## config.mk

```make
export PLATFORM = sky130hd
export DESIGN_NAME = mem_port_arbiter_flat
export DESIGN_NICKNAME = d
export VERILOG_FILES = /design/src/rtl/mem_port_arbiter_if.sv /design/src/rtl/mem_port_arbiter.sv /design/src/flat_wrapper.sv
export SDC_FILE = /design/constraint.sdc
export NUM_CORES = 1
export LEC_CHECK = 0
export BUFFER_PORTS_ARGS = -buffer_cell sky130_fd_sc_hd__buf_2
export CORE_AREA = 2 2 104 106
export DETAILED_ROUTE_END_ITERATION = 7
export DIE_AREA = 0 0 106 108
export HOLD_SLACK_MARGIN = 0.15
export PLACE_DENSITY = 0.62
export SLEW_MARGIN = 20
export SYNTH_ARGS = -nofsm -noshare
export SYNTH_HDL_FRONTEND = slang
export SYNTH_SLANG_ARGS = --single-unit
```

## constraint.sdc

```tcl
create_clock -name clk -period 3.9 [get_ports clk]
set_clock_uncertainty 0.15 [all_clocks]
set_input_delay 0.39 -clock clk [delete_from_list [all_inputs] [get_ports clk]]
set_output_delay 0.39 -clock clk [all_outputs]
set_load 0.005 [all_outputs]
```

## src/rtl/mem_port_arbiter_if.sv

```systemverilog
// One requester port of the shared data-BRAM: access request plus fixed-latency read return.
// The requester drives master and the arbiter takes slave.
interface mem_port_arbiter_if #(
  parameter int ADDR_W = 19
);
  logic              req;
  logic [ADDR_W-1:0] addr;
  logic [31:0]       wdata;
  logic [3:0]        wea;
  logic              gnt;
  logic              rvalid;
  logic [31:0]       rdata;

  modport master (
    output req, addr, wdata, wea,
    input  gnt, rvalid, rdata
  );

  modport slave (
    input  req, addr, wdata, wea,
    output gnt, rvalid, rdata
  );
endinterface

```

## src/rtl/mem_port_arbiter.sv

```systemverilog
// Two-port arbiter for the single data-BRAM port: A (exec) normally wins, and B (loader/DMA)
// is forced through after STARVE_MAX refused cycles. Read data is routed back by a tag pipeline.
module mem_port_arbiter #(
  parameter int ADDR_W     = 19,
  parameter int READ_LAT   = 1,
  parameter int STARVE_MAX = 15
) (
  input  logic              clk,
  input  logic              rst,
  mem_port_arbiter_if.slave a,
  mem_port_arbiter_if.slave b,
  output logic              mem_enable,
  output logic [ADDR_W-1:0] mem_addr,
  output logic [31:0]       mem_wdata,
  output logic [3:0]        mem_wea,
  input  logic [31:0]       mem_rdata
);
  localparam int NUM_PORTS = 2;
  localparam int PA        = 0;
  localparam int PB        = 1;

  typedef struct packed {
    logic [ADDR_W-1:0] addr;
    logic [31:0]       wdata;
    logic [3:0]        wea;
  } req_t;

  typedef struct packed {
    logic vld;
    logic port;
  } tag_t;

  req_t [NUM_PORTS-1:0] rq;
  req_t                 sel;
  logic [NUM_PORTS-1:0] req;
  logic [NUM_PORTS-1:0] gnt;
  logic [NUM_PORTS-1:0] rvalid;
  logic [NUM_PORTS-1:0][31:0] rdata;
  logic [7:0]           starve_cnt;
  logic                 force_b;
  tag_t [READ_LAT-1:0]  tag_pipe;
  tag_t                 tag_tail;
  logic                 iss_rd;

  assign req[PA] = a.req;
  assign req[PB] = b.req;
  assign rq[PA]  = '{addr: a.addr, wdata: a.wdata, wea: a.wea};
  assign rq[PB]  = '{addr: b.addr, wdata: b.wdata, wea: b.wea};

  assign force_b = (starve_cnt == 8'(STARVE_MAX));

  always_comb begin
    gnt = '0;
    if (!rst) begin
      gnt[PB] = req[PB] && (!req[PA] || force_b);
      gnt[PA] = req[PA] && !gnt[PB];
    end
  end

  assign a.gnt = gnt[PA];
  assign b.gnt = gnt[PB];

  // With no grant the bus idles on A's address/data so only enable and wea need gating.
  assign sel        = gnt[PB] ? rq[PB] : rq[PA];
  assign mem_enable = |gnt;
  assign mem_addr   = sel.addr;
  assign mem_wdata  = sel.wdata;
  assign mem_wea    = mem_enable ? sel.wea : 4'h0;

  always_ff @(posedge clk) begin
    if (rst)
      starve_cnt <= '0;
    else if (req[PB] && !gnt[PB])
      starve_cnt <= force_b ? starve_cnt : starve_cnt + 8'd1;
    else
      starve_cnt <= '0;
  end

  assign iss_rd = mem_enable && (mem_wea == 4'h0);

  always_ff @(posedge clk) begin
    if (rst) begin
      tag_pipe <= '0;
    end else begin
      tag_pipe[0] <= '{vld: iss_rd, port: gnt[PB]};
      for (int i = 1; i < READ_LAT; i++)
        tag_pipe[i] <= tag_pipe[i-1];
    end
  end

  assign tag_tail = tag_pipe[READ_LAT-1];

  // Gated by rst so a read caught in flight never surfaces during the reset cycle itself.
  for (genvar p = 0; p < NUM_PORTS; p++) begin : g_ret
    assign rvalid[p] = !rst && tag_tail.vld && (tag_tail.port == 1'(p));
    assign rdata[p]  = rvalid[p] ? mem_rdata : 32'h0;
  end

  assign a.rvalid = rvalid[PA];
  assign a.rdata  = rdata[PA];
  assign b.rvalid = rvalid[PB];
  assign b.rdata  = rdata[PB];
endmodule

```

## src/flat_wrapper.sv

```systemverilog
// flat-port wrapper written by rule: the top's interface ports become plain ports
module mem_port_arbiter_flat 
#(
  parameter int ADDR_W     = 19,
  parameter int READ_LAT   = 1,
  parameter int STARVE_MAX = 15
)
  (clk, rst, mem_enable, mem_addr, mem_wdata, mem_wea, mem_rdata, a_req, a_addr, a_wdata, a_wea, a_gnt, a_rvalid, a_rdata, b_req, b_addr, b_wdata, b_wea, b_gnt, b_rvalid, b_rdata);
  mem_port_arbiter_if #(.ADDR_W(ADDR_W)) a_i ();
  mem_port_arbiter_if #(.ADDR_W(ADDR_W)) b_i ();
  input  logic clk;
  input  logic rst;
  output logic mem_enable;
  output logic [ADDR_W-1:0] mem_addr;
  output logic [31:0] mem_wdata;
  output logic [3:0] mem_wea;
  input  logic [31:0] mem_rdata;
  input wire logic [$bits(a_i.req)-1:0] a_req;
  input wire logic [$bits(a_i.addr)-1:0] a_addr;
  input wire logic [$bits(a_i.wdata)-1:0] a_wdata;
  input wire logic [$bits(a_i.wea)-1:0] a_wea;
  output wire logic [$bits(a_i.gnt)-1:0] a_gnt;
  output wire logic [$bits(a_i.rvalid)-1:0] a_rvalid;
  output wire logic [$bits(a_i.rdata)-1:0] a_rdata;
  input wire logic [$bits(b_i.req)-1:0] b_req;
  input wire logic [$bits(b_i.addr)-1:0] b_addr;
  input wire logic [$bits(b_i.wdata)-1:0] b_wdata;
  input wire logic [$bits(b_i.wea)-1:0] b_wea;
  output wire logic [$bits(b_i.gnt)-1:0] b_gnt;
  output wire logic [$bits(b_i.rvalid)-1:0] b_rvalid;
  output wire logic [$bits(b_i.rdata)-1:0] b_rdata;
  assign a_i.req = a_req;
  assign a_i.addr = a_addr;
  assign a_i.wdata = a_wdata;
  assign a_i.wea = a_wea;
  assign a_gnt = a_i.gnt;
  assign a_rvalid = a_i.rvalid;
  assign a_rdata = a_i.rdata;
  assign b_i.req = b_req;
  assign b_i.addr = b_addr;
  assign b_i.wdata = b_wdata;
  assign b_i.wea = b_wea;
  assign b_gnt = b_i.gnt;
  assign b_rvalid = b_i.rvalid;
  assign b_rdata = b_i.rdata;
  mem_port_arbiter #(.ADDR_W(ADDR_W), .READ_LAT(READ_LAT), .STARVE_MAX(STARVE_MAX)) u_core (.clk(clk), .rst(rst), .a(a_i), .b(b_i), .mem_enable(mem_enable), .mem_addr(mem_addr), .mem_wdata(mem_wdata), .mem_wea(mem_wea), .mem_rdata(mem_rdata));
endmodule
```

Word-level counts from Yosys, hierarchy flattened --
Index checks and enable logic that the tools add are counted. W data, S select, Z words.
Storage, ports and cells: bits in registers 10, input port bits 146
Cells by class: add/subtract/negate cells 1, eq/ne operators 1, mux-type cells 5, bitwise logic cells 2, reductions and logical operators 15
Operators with widths (number):
- $mux W32 | 2
- $mux W55 | 1
- $add A8 B1 Y8 const B | 1
- $eq A8 B4 Y1 const B | 1
- $logic_and A1 B1 Y1 | 7
- $logic_not A1 Y1 | 4
- $logic_not A4 Y1 | 1
- $mux W4 | 1
- $reduce_or A2 Y1 | 2
- $mux W2 | 1
- $not A1 Y1 | 2
- $logic_or A1 B1 Y1 | 1

Depth between registers and ports, before layout --
Gate-level depths: netlist of the first run.
depth in word-level cells 10, mapped depth 7

Least setup slack after synthesis of the first run --
Ideal clock, no wire load.
path kind register to output, start reg u_core.starve_cnt[0], end out mem_addr[10], arrival time 1.648 ns, slack 1.712 ns, cell stages (with the launch flop) 8, cells stage by stage dfxtp_1 ha_1 and3_1 buf_2 a31oi_4 nor2_8 buf_12 mux2_4
Between the ends: cells in the longest elaborated chain, start to end 5
Ends and longest elaborated chain:
- from (decl) | RTL line mem_port_arbiter.sv:39 | logic [7:0] starve_cnt;
- from (signal assigned) | RTL line mem_port_arbiter.sv:74 | starve_cnt <= force_b ? starve_cnt : starve_cnt + 8'd1;
- $eq A8 B4 Y1 | RTL line mem_port_arbiter.sv:50 | assign force_b = (starve_cnt == 8'(STARVE_MAX));
- $logic_or A1 B1 Y1 | RTL line mem_port_arbiter.sv:55 | gnt[PB] = req[PB] && (!req[PA] || force_b);
- $logic_and A1 B1 Y1 | RTL line mem_port_arbiter.sv:55
- $mux W2 | RTL line mem_port_arbiter.sv:54 | if (!rst) begin
- net b_gnt | RTL line flat_wrapper.sv:29 | output wire logic [$bits(b_i.gnt)-1:0] b_gnt;
- $mux W55 | RTL line mem_port_arbiter.sv:64 | assign sel = gnt[PB] ? rq[PB] : rq[PA];
- to (decl) | RTL line flat_wrapper.sv:14 | output logic [ADDR_W-1:0] mem_addr;
The timed path passes the listed nets, and every way through them passes these cells.

Worst setup path in the final report of the first run --
start reg u_core.starve_cnt[0], end out mem_wdata[29]
Between the ends: cells in the longest elaborated chain, start to end 5
Ends and longest elaborated chain:
- $eq A8 B4 Y1 | RTL line mem_port_arbiter.sv:50
- $logic_or A1 B1 Y1 | RTL line mem_port_arbiter.sv:55
- $logic_and A1 B1 Y1 | RTL line mem_port_arbiter.sv:55
- $mux W2 | RTL line mem_port_arbiter.sv:54
- $mux W55 | RTL line mem_port_arbiter.sv:64
- to (decl) | RTL line flat_wrapper.sv:15 | output logic [31:0] mem_wdata;
Every way passes these cells.

==> results of run 1 <==
[flip-flops by register name, indices dropped and copies added (netlist names)]
name,count
u_core.starve_cnt,8
u_core.tag_pipe,2
[metrics by stage]
step	instance area [µm²]	std cells	hold WS [ps]	utilization [%]
2_1_floorplan	1851	191	267.6	-
3_3_place_gp	3257	583	290.3	31.83
3_5_place_dp	3257	583	290.3	31.83
4_1_cts	3312	587	299.2	32.37
5_1_grt	3312	587	309.1	32.37
6_report	3312	587	294.2	32.37
[final timing paths]
check / endpoint / from / cells after the start
setup / recovery: mem_wdata[29] / u_core.starve_cnt[0] / 7
hold / removal: u_core.starve_cnt[0] / u_core.starve_cnt[0] / 1
setup reg to reg: u_core.starve_cnt[6] / u_core.starve_cnt[0] / 5
hold reg to reg: u_core.starve_cnt[0] / u_core.starve_cnt[0] / 1
[routing by layer]
metal	wire length, µm	vias up
met3	492	5
met2	4314	98
li1	-	1166
met5	0	-
met1	3155	1071
met4	44	0
[where the power goes]
group	switching [µW]	total, µW	leakage [µW]	internal, µW
Combinational	88.9	235	0.00186	146
Sequential	0.727	105	0.0000809	104
Clock	39.8	128	0.0000288	88.6
[cells in the final DEF, fill, tap and decap left out, drive strengths merged, types with 2 or more instances in the layout]
cell,instances
nor2b,3
nor2,18
nand3,2
xnor2,4
a32oi,4
nand2,2
nor3,2
xor2,2
inv,2
buf,271
and2,64
clkbuf,4
mux2,51
dfxtp,10
a31oi,2
[worst max-delay path, cell delays in order (launching register included)]
cell and delay [ps]:
dfxtp_1 340, ha_1 190, and3_1 320, a31oi_4 170
nor2_8 390, buf_12 320, mux2_4 360, buf_2 130
[cell families (layout without fill, tap and decap cells)]
group | count (synthesis) | count (layout) | share of synthesized area (%)
AND/OR/NAND/NOR | 97 | 97 | 31.85
multiplexers | 51 | 51 | 40.97
buffers and inverters | 17 | 277 | 8.114
flip-flops | 10 | 10 | 10.82
AO/OA/AOI/OAI | 9 | 9 | 4.733
XOR/XNOR | 6 | 6 | 2.840
adder cells (fa/ha/maj) | 1 | 1 | 0.6760
[layout make-up]
class,instances,area share [%]
multi-input combinational,164,45.45
timing repair buffer,271,41.48
sequential,10,6.045
tap,136,5.138
clock buffer,4,1.662
inverter,2,0.2267
==> summary.txt, run 1 <==
Run status
  • Status: finished, final reports clean

Global route
  • Met3 usage: 1.447%
  • Largest net degree at the start of global routing: 35
  • GRT busiest layer: met2
  • Vias in the first global route: 2,270
  • Total grt overflow: 0
  • Antenna violations before repair: 0
  • GR Layer Usage met2: 24.19%
  • GRT Overall Usage: 12.40%
  • First-pass GRT wire length: 11.39 mm
  • Met1 Resource Use GR: 14.74%

Clocking
  • H-tree levels: 1
  • Cts repair resizes: 0
  • Worst-path clk slew: 50 ps
  • Root Buffer: clkbuf_8
  • # Post-CTS Setup Buffers: 0
  • TritonCTS clock tree: yes
  • CTS Buffer Depth: 2
  • Clk_lat worst skew: 240 ps
  • CTS sink count: 10
  • Hold-fix buffers at CTS: 0
  • Number of buffers created by CTS: 3

Finish
  • Synth-to-layout area growth: 78.97%
  • Share of layout cells above drive strength 1: 73.61%
  • Final net count: 599
  • # fillers: 1,079
  • Reg area: 200.2 µm²
  • Multi-input gate area: 1505 µm²
  • Diode count: 0

Critical path
  • CP arrival: 2470 ps
  • Critical path fanouts, max: 34
  • CP Capture Type: output pin
  • CP Class: reg -> out
  • Critical Path RT: 3360 ps
  • Worst setup SP type: flip-flop
  • Reg2reg setup slack: 1970 ps

Place
  • PortBufs: 269
  • Placer Congestion: 0.8110
  • Detail Placement HPWL: 7.002 mm
  • Dpl ws: 1125 ps

Flow run
  • Max-cap violations: 0

Route
  • Avg Vias per Cell: 3.986
  • Detailed Routing Iterations Pass 1: 4
  • Residual DRC: 0
  • Post-DRT Antenna Nets: 0
  • DR WL/cell: 13.64 µm
  • Vias: 2,340
  • DRT iter0 DRCs: 62
  • Routed WL: 8.008 mm

Logic synthesis
  • Most common cell in the netlist: and2_1
  • EDFF count, synth: 0
  • Synth Flop Type: dfxtp_1
  • Async set-reset flop share out of synthesis: 0%
  • Register bit total from synthesis: 10
  • Synth Instances: 191
  • Yosys Warn Count: 0
  • Post-synth top cells: 64 x and2_1, 49 x mux2_4, 17 x nor2_1
  • Post-synth net total: 338
  • Mapped Area: 1851 µm²
  • Sequential share of the synthesized area: 10.82%
  • Mean Syn Cell Area: 9.689 µm²
  • Cell taking the most area after synthesis: mux2_4
  • Synth top area cells: mux2_4 40%, and2_1 22%, dfxtp_1 11%, buf_12 5.4%, nor2_1 3.4%
  • Unique cell type count in the Yosys netlist: 29
  • Share of the synthesized area in the top cell type: 39.76%

STA
  • Rel. slew slack: 38.21%
  • Max Clock Freq: 332.4 MHz
  • Tmin final: 3009 ps
  • Final WS setup: 891.3 ps
  • Tcrit/Tclk final: 77.15%
  • Setup_tns: 0 ps
  • Least-Margin Pin Slew: 926.9 ps
  • Unrepaired setup endpoints after global routing: false
  • Max-slew violation count: 0
  • Final setup viols: 0
  • Final Hold Viols: 0

Power and ir drop
  • VDD IR max: 0.1828 mV
  • Pwr Total: 467.9 µW
  • Cell Pwr Density: 141.3 nW/µm²
  • Pleak: 0.001971 µW

Die
  • Initial Util: 18.09%
  • Row count: 37
  • Num ports: 270
  • Die width: 106 µm
  • Die area: 11,450 µm²
  • Area of the core: 10,230 µm²
  • Die Y-Extent: 108 µm

Hold path
  • HP Class: reg -> reg
No activity file was read; power rests on OpenSTA's default activity.
==> run 2, diff against run 1 <==
ABC_AREA = 1   (was default)
CORE_AREA = 2 2 106 108   (was 2 2 104 106)
DIE_AREA = 0 0 108 110   (was 0 0 106 108)
PLACE_DENSITY = 0.58   (was 0.62)
clock period = 2.9 ns   (was 3.9 ns; I/O delays follow)
==> run 2 against run 1 <==
- synthesized area decreased by 12%
- combinational power rose by 26%
- critical path type unchanged
- sequential cell count did not move
- first-iteration DRC count rose to 4.0 times the previous value
- cell count rose by 27%
- via count up 21%
- die area grew 3.8%
- highest routed layer is now met5
- register-to-register slack got worse by 1000 ps
==> summary.txt, run 2 <==
Run status
  • Status: finished, final reports clean

Place
  • PortBufs: 269
  • Detail Placement HPWL: 6.865 mm
  • Placer Congestion: 0.8799
  • Dpl ws: 757.2 ps
  • Post-Place Cells: 744

Clocking
  • Hold-fix buffers at CTS: 0
  • CTS Buffer Depth: 2
  • Cts repair resizes: 0
  • CTS sink count: 10
  • Number of buffers created by CTS: 3
  • Worst-path clk slew: 40 ps
  • H-tree levels: 1
  • Clk_lat worst skew: 230 ps
  • # Post-CTS Setup Buffers: 0
  • Root Buffer: clkbuf_8
  • TritonCTS clock tree: yes

Critical path
  • Reg-to-reg critical path startpoint: u_core.starve_cnt[1]
  • CP arrival: 1970 ps
  • Worst R2R Path Depth: 10
  • Reg2reg setup slack: 950 ps
  • Worst setup SP type: flip-flop
  • Critical path fanouts, max: 52
  • RR Endpoint: u_core.tag_pipe[1]
  • CP Capture Type: output pin
  • CP Class: reg -> out
  • Critical Path RT: 2460 ps

STA
  • Tmin final: 2406 ps
  • Final setup viols: 0
  • Setup_tns: 0 ps
  • Unrepaired setup endpoints after global routing: false
  • Tcrit/Tclk final: 82.98%
  • Max Clock Freq: 415.6 MHz
  • Least-Margin Pin Slew: 975.6 ps
  • Rel. slew slack: 34.89%
  • Final WS setup: 493.7 ps
  • Final Hold Viols: 0
  • Max-slew violation count: 0

Logic synthesis
  • Synth top area cells: nand2_1 38%, nor2_1 17%, dfxtp_1 12%, inv_1 12%, buf_6 4.1%
  • Most common cell in the netlist: nand2_1
  • Share of the synthesized area in the top cell type: 38.02%
  • Mapped Area: 1629 µm²
  • Sequential share of the synthesized area: 12.29%
  • Yosys Warn Count: 0
  • EDFF count, synth: 0
  • Cell taking the most area after synthesis: nand2_1
  • Register bit total from synthesis: 10
  • Post-synth top cells: 165 x nand2_1, 74 x nor2_1, 50 x inv_1
  • Mean Syn Cell Area: 4.668 µm²
  • Synth Instances: 349
  • Unique cell type count in the Yosys netlist: 23
  • Async set-reset flop share out of synthesis: 0%
  • Post-synth net total: 496
  • Synth Flop Type: dfxtp_1

Die
  • Area of the core: 10,700 µm²
  • Die area: 11,880 µm²
  • Initial Util: 15.23%
  • Num ports: 270
  • Die width: 108 µm
  • Die Y-Extent: 110 µm
  • Row count: 38

Power and ir drop
  • Switching Share: 33.01%
  • Cell Pwr Density: 184.0 nW/µm²
  • Internal Dissipation: 383.5 µW
  • Pwr Total: 572.5 µW
  • VDD IR max: 0.2471 mV
  • Clock Power Share: 23.5%
  • Gate power share: 51.8%
  • Sequential Power Share: 24.7%
  • Pleak: 0.002234 µW
  • Switching power: 189.0 µW

Global route
  • Largest net degree at the start of global routing: 54
  • Total grt overflow: 0
  • GRT Overall Usage: 11.95%
  • Vias in the first global route: 2,259
  • First-pass GRT wire length: 11.49 mm
  • Antenna violations before repair: 1

Route
  • DRT iter0 DRCs: 248
  • Post-DRT Antenna Nets: 0
  • Detailed Routing Iterations Pass 1: 4
  • Residual DRC: 0
  • Routed WL: 8.236 mm
  • Avg Vias per Cell: 3.806
  • DR WL/cell: 11.03 µm
  • Vias: 2,843

Flow run
  • Max-cap violations: 0

Finish
  • Max FFs per register: 8
  • # fillers: 1,291
  • Final net count: 756
  • Multi-input gate area: 1110 µm²
  • Reg area: 200.2 µm²
  • Largest registers: u_core.starve_cnt x8, u_core.tag_pipe x2
  • Non-Filler Instances: 747
  • Share of layout cells above drive strength 1: 45.96%
  • Most common cell after layout, fill and taps aside: buf_2
  • Most frequent cells in the layout: 269 x buf_2, 165 x nand2_1, 74 x nor2_1, 50 x inv_1, 10 x dfxtp_1
  • Largest reg by FF count: u_core.starve_cnt
  • Diode count: 0
  • Synth-to-layout area growth: 91.01%

Hold path
  • Hold Path Sink: u_core.tag_pipe[1]
  • Worst Hold Depth: 6
  • Worst Hold Launch: a_wea[2]
  • HP Class: in -> reg
[run 2: cell types whose count changed after synthesis, sizes merged, moves of 4 or more]
cell | previous run | this run
nand2 | 2 | 166
and2 | 64 | 0
nor2 | 18 | 74
mux2 | 51 | 0
inv | 2 | 51
nand3 | 2 | 9
a32oi | 4 | 0
[run 2: power by group through the flow]
stage | clock (µW) | sequential [µW] | combinational (µW)
6_report | 135 | 142 | 296
5_1_grt | 149 | 142 | 334
4_1_cts | 142 | 141 | 298
3_5_place_dp | 0 | 144 | 297
3_3_place_gp | 0 | 144 | 297
2_1_floorplan | 0 | 144 | 121
[run 2: kinds of logic (layout without fill, tap and decap cells)]
| kind of cell | Yosys count | after routing | share of synthesized area, % |
|---|---|---|---|
| compound gates | 8 | 8 | 3.533 |
| simple gates | 260 | 260 | 62.75 |
| flops | 10 | 10 | 12.29 |
| buf+inv | 68 | 326 | 19.58 |
| xor+xnor | 2 | 2 | 1.075 |
| fa+ha+maj | 1 | 1 | 0.7679 |
[run 2: worst max-delay path by stage]
stage | startpoint | to | slack (ps)
after floorplan | u_core.starve_cnt[0] | mem_addr[0] | 1100
after global placement | u_core.starve_cnt[0] | mem_addr[14] | 790
after detailed placement | u_core.starve_cnt[0] | mem_addr[14] | 760
after CTS | u_core.starve_cnt[1] | mem_addr[14] | 480
after global routing | u_core.starve_cnt[0] | mem_wdata[21] | 300
final | u_core.starve_cnt[1] | mem_addr[14] | 490
[run 2: layer usage]
metal  GRT usage (%)  vias up  wire length, µm
met4           2.289        2               49
li1                -     1532                -
met3           2.763        8              815
met2           21.88      134             4171
met1           14.35     1167             3185
met5               0        -               13
[run 2: final cells by class]
type                            instances  area share, %
Timing Repair Buffer                  272          44.79
Tap cell                              140          5.629
Sequential cell                        10          6.433
Inverter                               51          6.152
Multi-Input combinational cell        271          35.67
Clock buffer                            3          1.327
[run 2: through the flow]
step                      hold slack [ps]  utilization [%]  instance area [µm²]
after floorplan                     280.3                -                 1629
after global placement              300.3            28.70                 3070
after detailed placement            301.5            28.70                 3070
after CTS                           288.5            29.09                 3112
after global routing                340.1            29.09                 3112
final                               286.7            29.09                 3112
[run 2: critical path, stage by stage, from the launching register on]
cell      delay, ps
dfxtp_1         380
ha_1            250
nand3_2         140
o21bai_4        220
nand2_2         130
inv_2           100
buf_12          210
nand2_1          80
nand2_1          90
buf_2           110
==> run 3, diff against run 2 <==
clock period = 2.49 ns   (was 2.9 ns; I/O delays follow)
==> run 3 against run 2 <==
- sequential share of layout area barely moved
- sequential power rose by 15%
- largest cell class unchanged
- cell count rose by 0.40%
- via count rose by 0.14%
==> summary.txt, run 3 (synthesis results as in run 2) <==
Run status
  • Status: finished, final reports clean

Route
  • DRT iter0 DRCs: 181
  • Routed WL: 8.273 mm
  • DR WL/cell: 11.03 µm
  • Vias: 2,847
  • Residual DRC: 0
  • Post-DRT Antenna Nets: 0
  • Detailed Routing Iterations Pass 1: 4
  • Avg Vias per Cell: 3.796

Die
  • Area of the core: 10,700 µm²
  • Die Y-Extent: 110 µm
  • Row count: 38
  • Num ports: 270
  • Die width: 108 µm
  • Initial Util: 15.23%
  • Die area: 11,880 µm²

Clocking
  • Number of buffers created by CTS: 3
  • # Post-CTS Setup Buffers: 0
  • CTS sink count: 10
  • Hold-fix buffers at CTS: 0
  • Worst-path clk slew: 50 ps
  • CTS Buffer Depth: 2
  • Clk_lat worst skew: 240 ps
  • Root Buffer: clkbuf_8
  • H-tree levels: 1
  • Cts repair resizes: 0
  • TritonCTS clock tree: yes

STA
  • Rel. slew slack: 72.61%
  • Final setup viols: 0
  • Tmin final: 2342 ps
  • Unrepaired setup endpoints after global routing: false
  • Least-Margin Pin Slew: 406.5 ps
  • Max-slew violation count: 0
  • Max Clock Freq: 427.0 MHz
  • Setup_tns: 0 ps
  • Tcrit/Tclk final: 94.05%
  • Final Hold Viols: 0

Finish
  • Final net count: 758
  • Max FFs per register: 8
  • Share of layout cells above drive strength 1: 46.23%
  • Largest reg by FF count: u_core.starve_cnt
  • Largest registers: u_core.starve_cnt x8, u_core.tag_pipe x2
  • Most common cell after layout, fill and taps aside: buf_2
  • Most frequent cells in the layout: 269 x buf_2, 165 x nand2_1, 74 x nor2_1, 50 x inv_1, 10 x dfxtp_1
  • Diode count: 0
  • Synth-to-layout area growth: 92.24%

Critical path
  • CP top delay family: buffers and inverters
  • CP arrival: 1940 ps
  • CP most frequent cell: nand2_1
  • CP Class: reg -> out
  • Critical Path RT: 2090 ps
  • Critical path fanouts, max: 51
  • Reg2reg setup slack: 540 ps
  • Worst R2R Path Depth: 10
  • Worst setup SP type: flip-flop
  • RR Endpoint: u_core.tag_pipe[1]
  • Crit path depth: 9
  • Cells along the critical path: ha_1, nand3_2, o21bai_4, nand2_2, inv_2, buf_12, nand2_1, nand2_1, buf_2
  • CP Capture Type: output pin
  • Reg-to-reg critical path startpoint: u_core.starve_cnt[0]
  • CP bufs+invs: 3
  • Crit path max-delay cell type: dfxtp_1
  • CP max stage delay: 380 ps

Power and ir drop
  • Pleak: 0.002246 µW
  • Switching Share: 32.49%
  • VDD IR max: 0.2143 mV
  • Gate power share: 48.2%
  • Switching power: 231.2 µW
  • Cell Pwr Density: 227.2 nW/µm²
  • Clock Power Share: 28.6%
  • Pwr Total: 711.6 µW
  • Sequential Power Share: 23.1%
  • Internal Dissipation: 480.4 µW

Hold path
  • Worst Hold Launch: a_wea[2]
  • Worst Hold Depth: 6
  • Hold Path Sink: u_core.tag_pipe[1]
  • HP Class: in -> reg

Global route
  • Antenna violations before repair: 0
  • Vias in the first global route: 2,296
  • GRT Overall Usage: 11.82%
  • Total grt overflow: 0
  • Largest net degree at the start of global routing: 57
  • First-pass GRT wire length: 11.20 mm

Flow run
  • Max-cap violations: 0

Place
  • PortBufs: 269
  • Detail Placement HPWL: 6.869 mm
  • Placer Congestion: 0.8727
==> run 3: cell types whose count changed in the layout (fill, tap and decap cells not counted), sizes merged <==
cell and delta:
buf +2, clkbuf +1
==> run 3: area by class of cell <==
class,instances,area (µm²)
multi-input cells,271,1110
repair buffers,274,1400
flip-flops and latches,10,200.2
well taps,140,175.2
inverters,51,191.4
clock buffers,4,55.05
fillers,1244,7566
==> run 3: worst max-delay path by stage <==
stage | startpoint | end | slack [ps]
finish | u_core.starve_cnt[0] | mem_addr[14] | 150
global route | u_core.starve_cnt[0] | mem_wea[2] | 30
CTS | u_core.starve_cnt[0] | mem_wea[2] | 70
detailed placement | u_core.starve_cnt[0] | mem_wea[2] | 320
global placement | u_core.starve_cnt[0] | mem_wea[2] | 360
floorplan | u_core.starve_cnt[0] | mem_addr[0] | 730
==> run 3: metrics by stage <==
stage | instances | instance area [µm²] | setup slack (ps) | utilization (%) | hold slack (ps)
floorplan | 349 | 1629 | 733.6 | - | 280.3
global placement | 746 | 3073 | 356.5 | 28.73 | 297.9
detailed placement | 746 | 3073 | 323.6 | 28.73 | 306.6
CTS | 750 | 3128 | 69.29 | 29.24 | 245.0
global route | 750 | 3132 | 27.37 | 29.27 | 288.9
finish | 750 | 3132 | 148.1 | 29.27 | 235.8
==> run 3: routing by layer <==
metal | track usage (%) | part of all wire [%] | vias to the layer above
li1 | - | - | 1539
met1 | 13.97 | 40 | 1163
met2 | 21.83 | 49 | 133
met3 | 2.234 | 8.7 | 12
met4 | 3.205 | 1.6 | 0
met5 | 0 | 0 | -
==> run 3: power groups by stage <==
| stage | Clock [µW] | Combinational, µW | Sequential [µW] |
|---|---|---|---|
| 3_3_place_gp | 0 | 345 | 167 |
| 5_1_grt | 219 | 386 | 165 |
| 6_report | 204 | 343 | 164 |
| 2_1_floorplan | 0 | 141 | 167 |
| 3_5_place_dp | 0 | 342 | 168 |
| 4_1_cts | 207 | 345 | 164 |
==> run 3: worst reg2reg max path: stages (launching register included) <==
cell and delay, ps:
dfxtp_1 380, ha_1 230, nand3_2 150, o21bai_4 220, nand2_2 90, buf_6 230, nand2_1 130, nand2_1 50
nor2_1 100, nand2_1 70, nor2_1 90
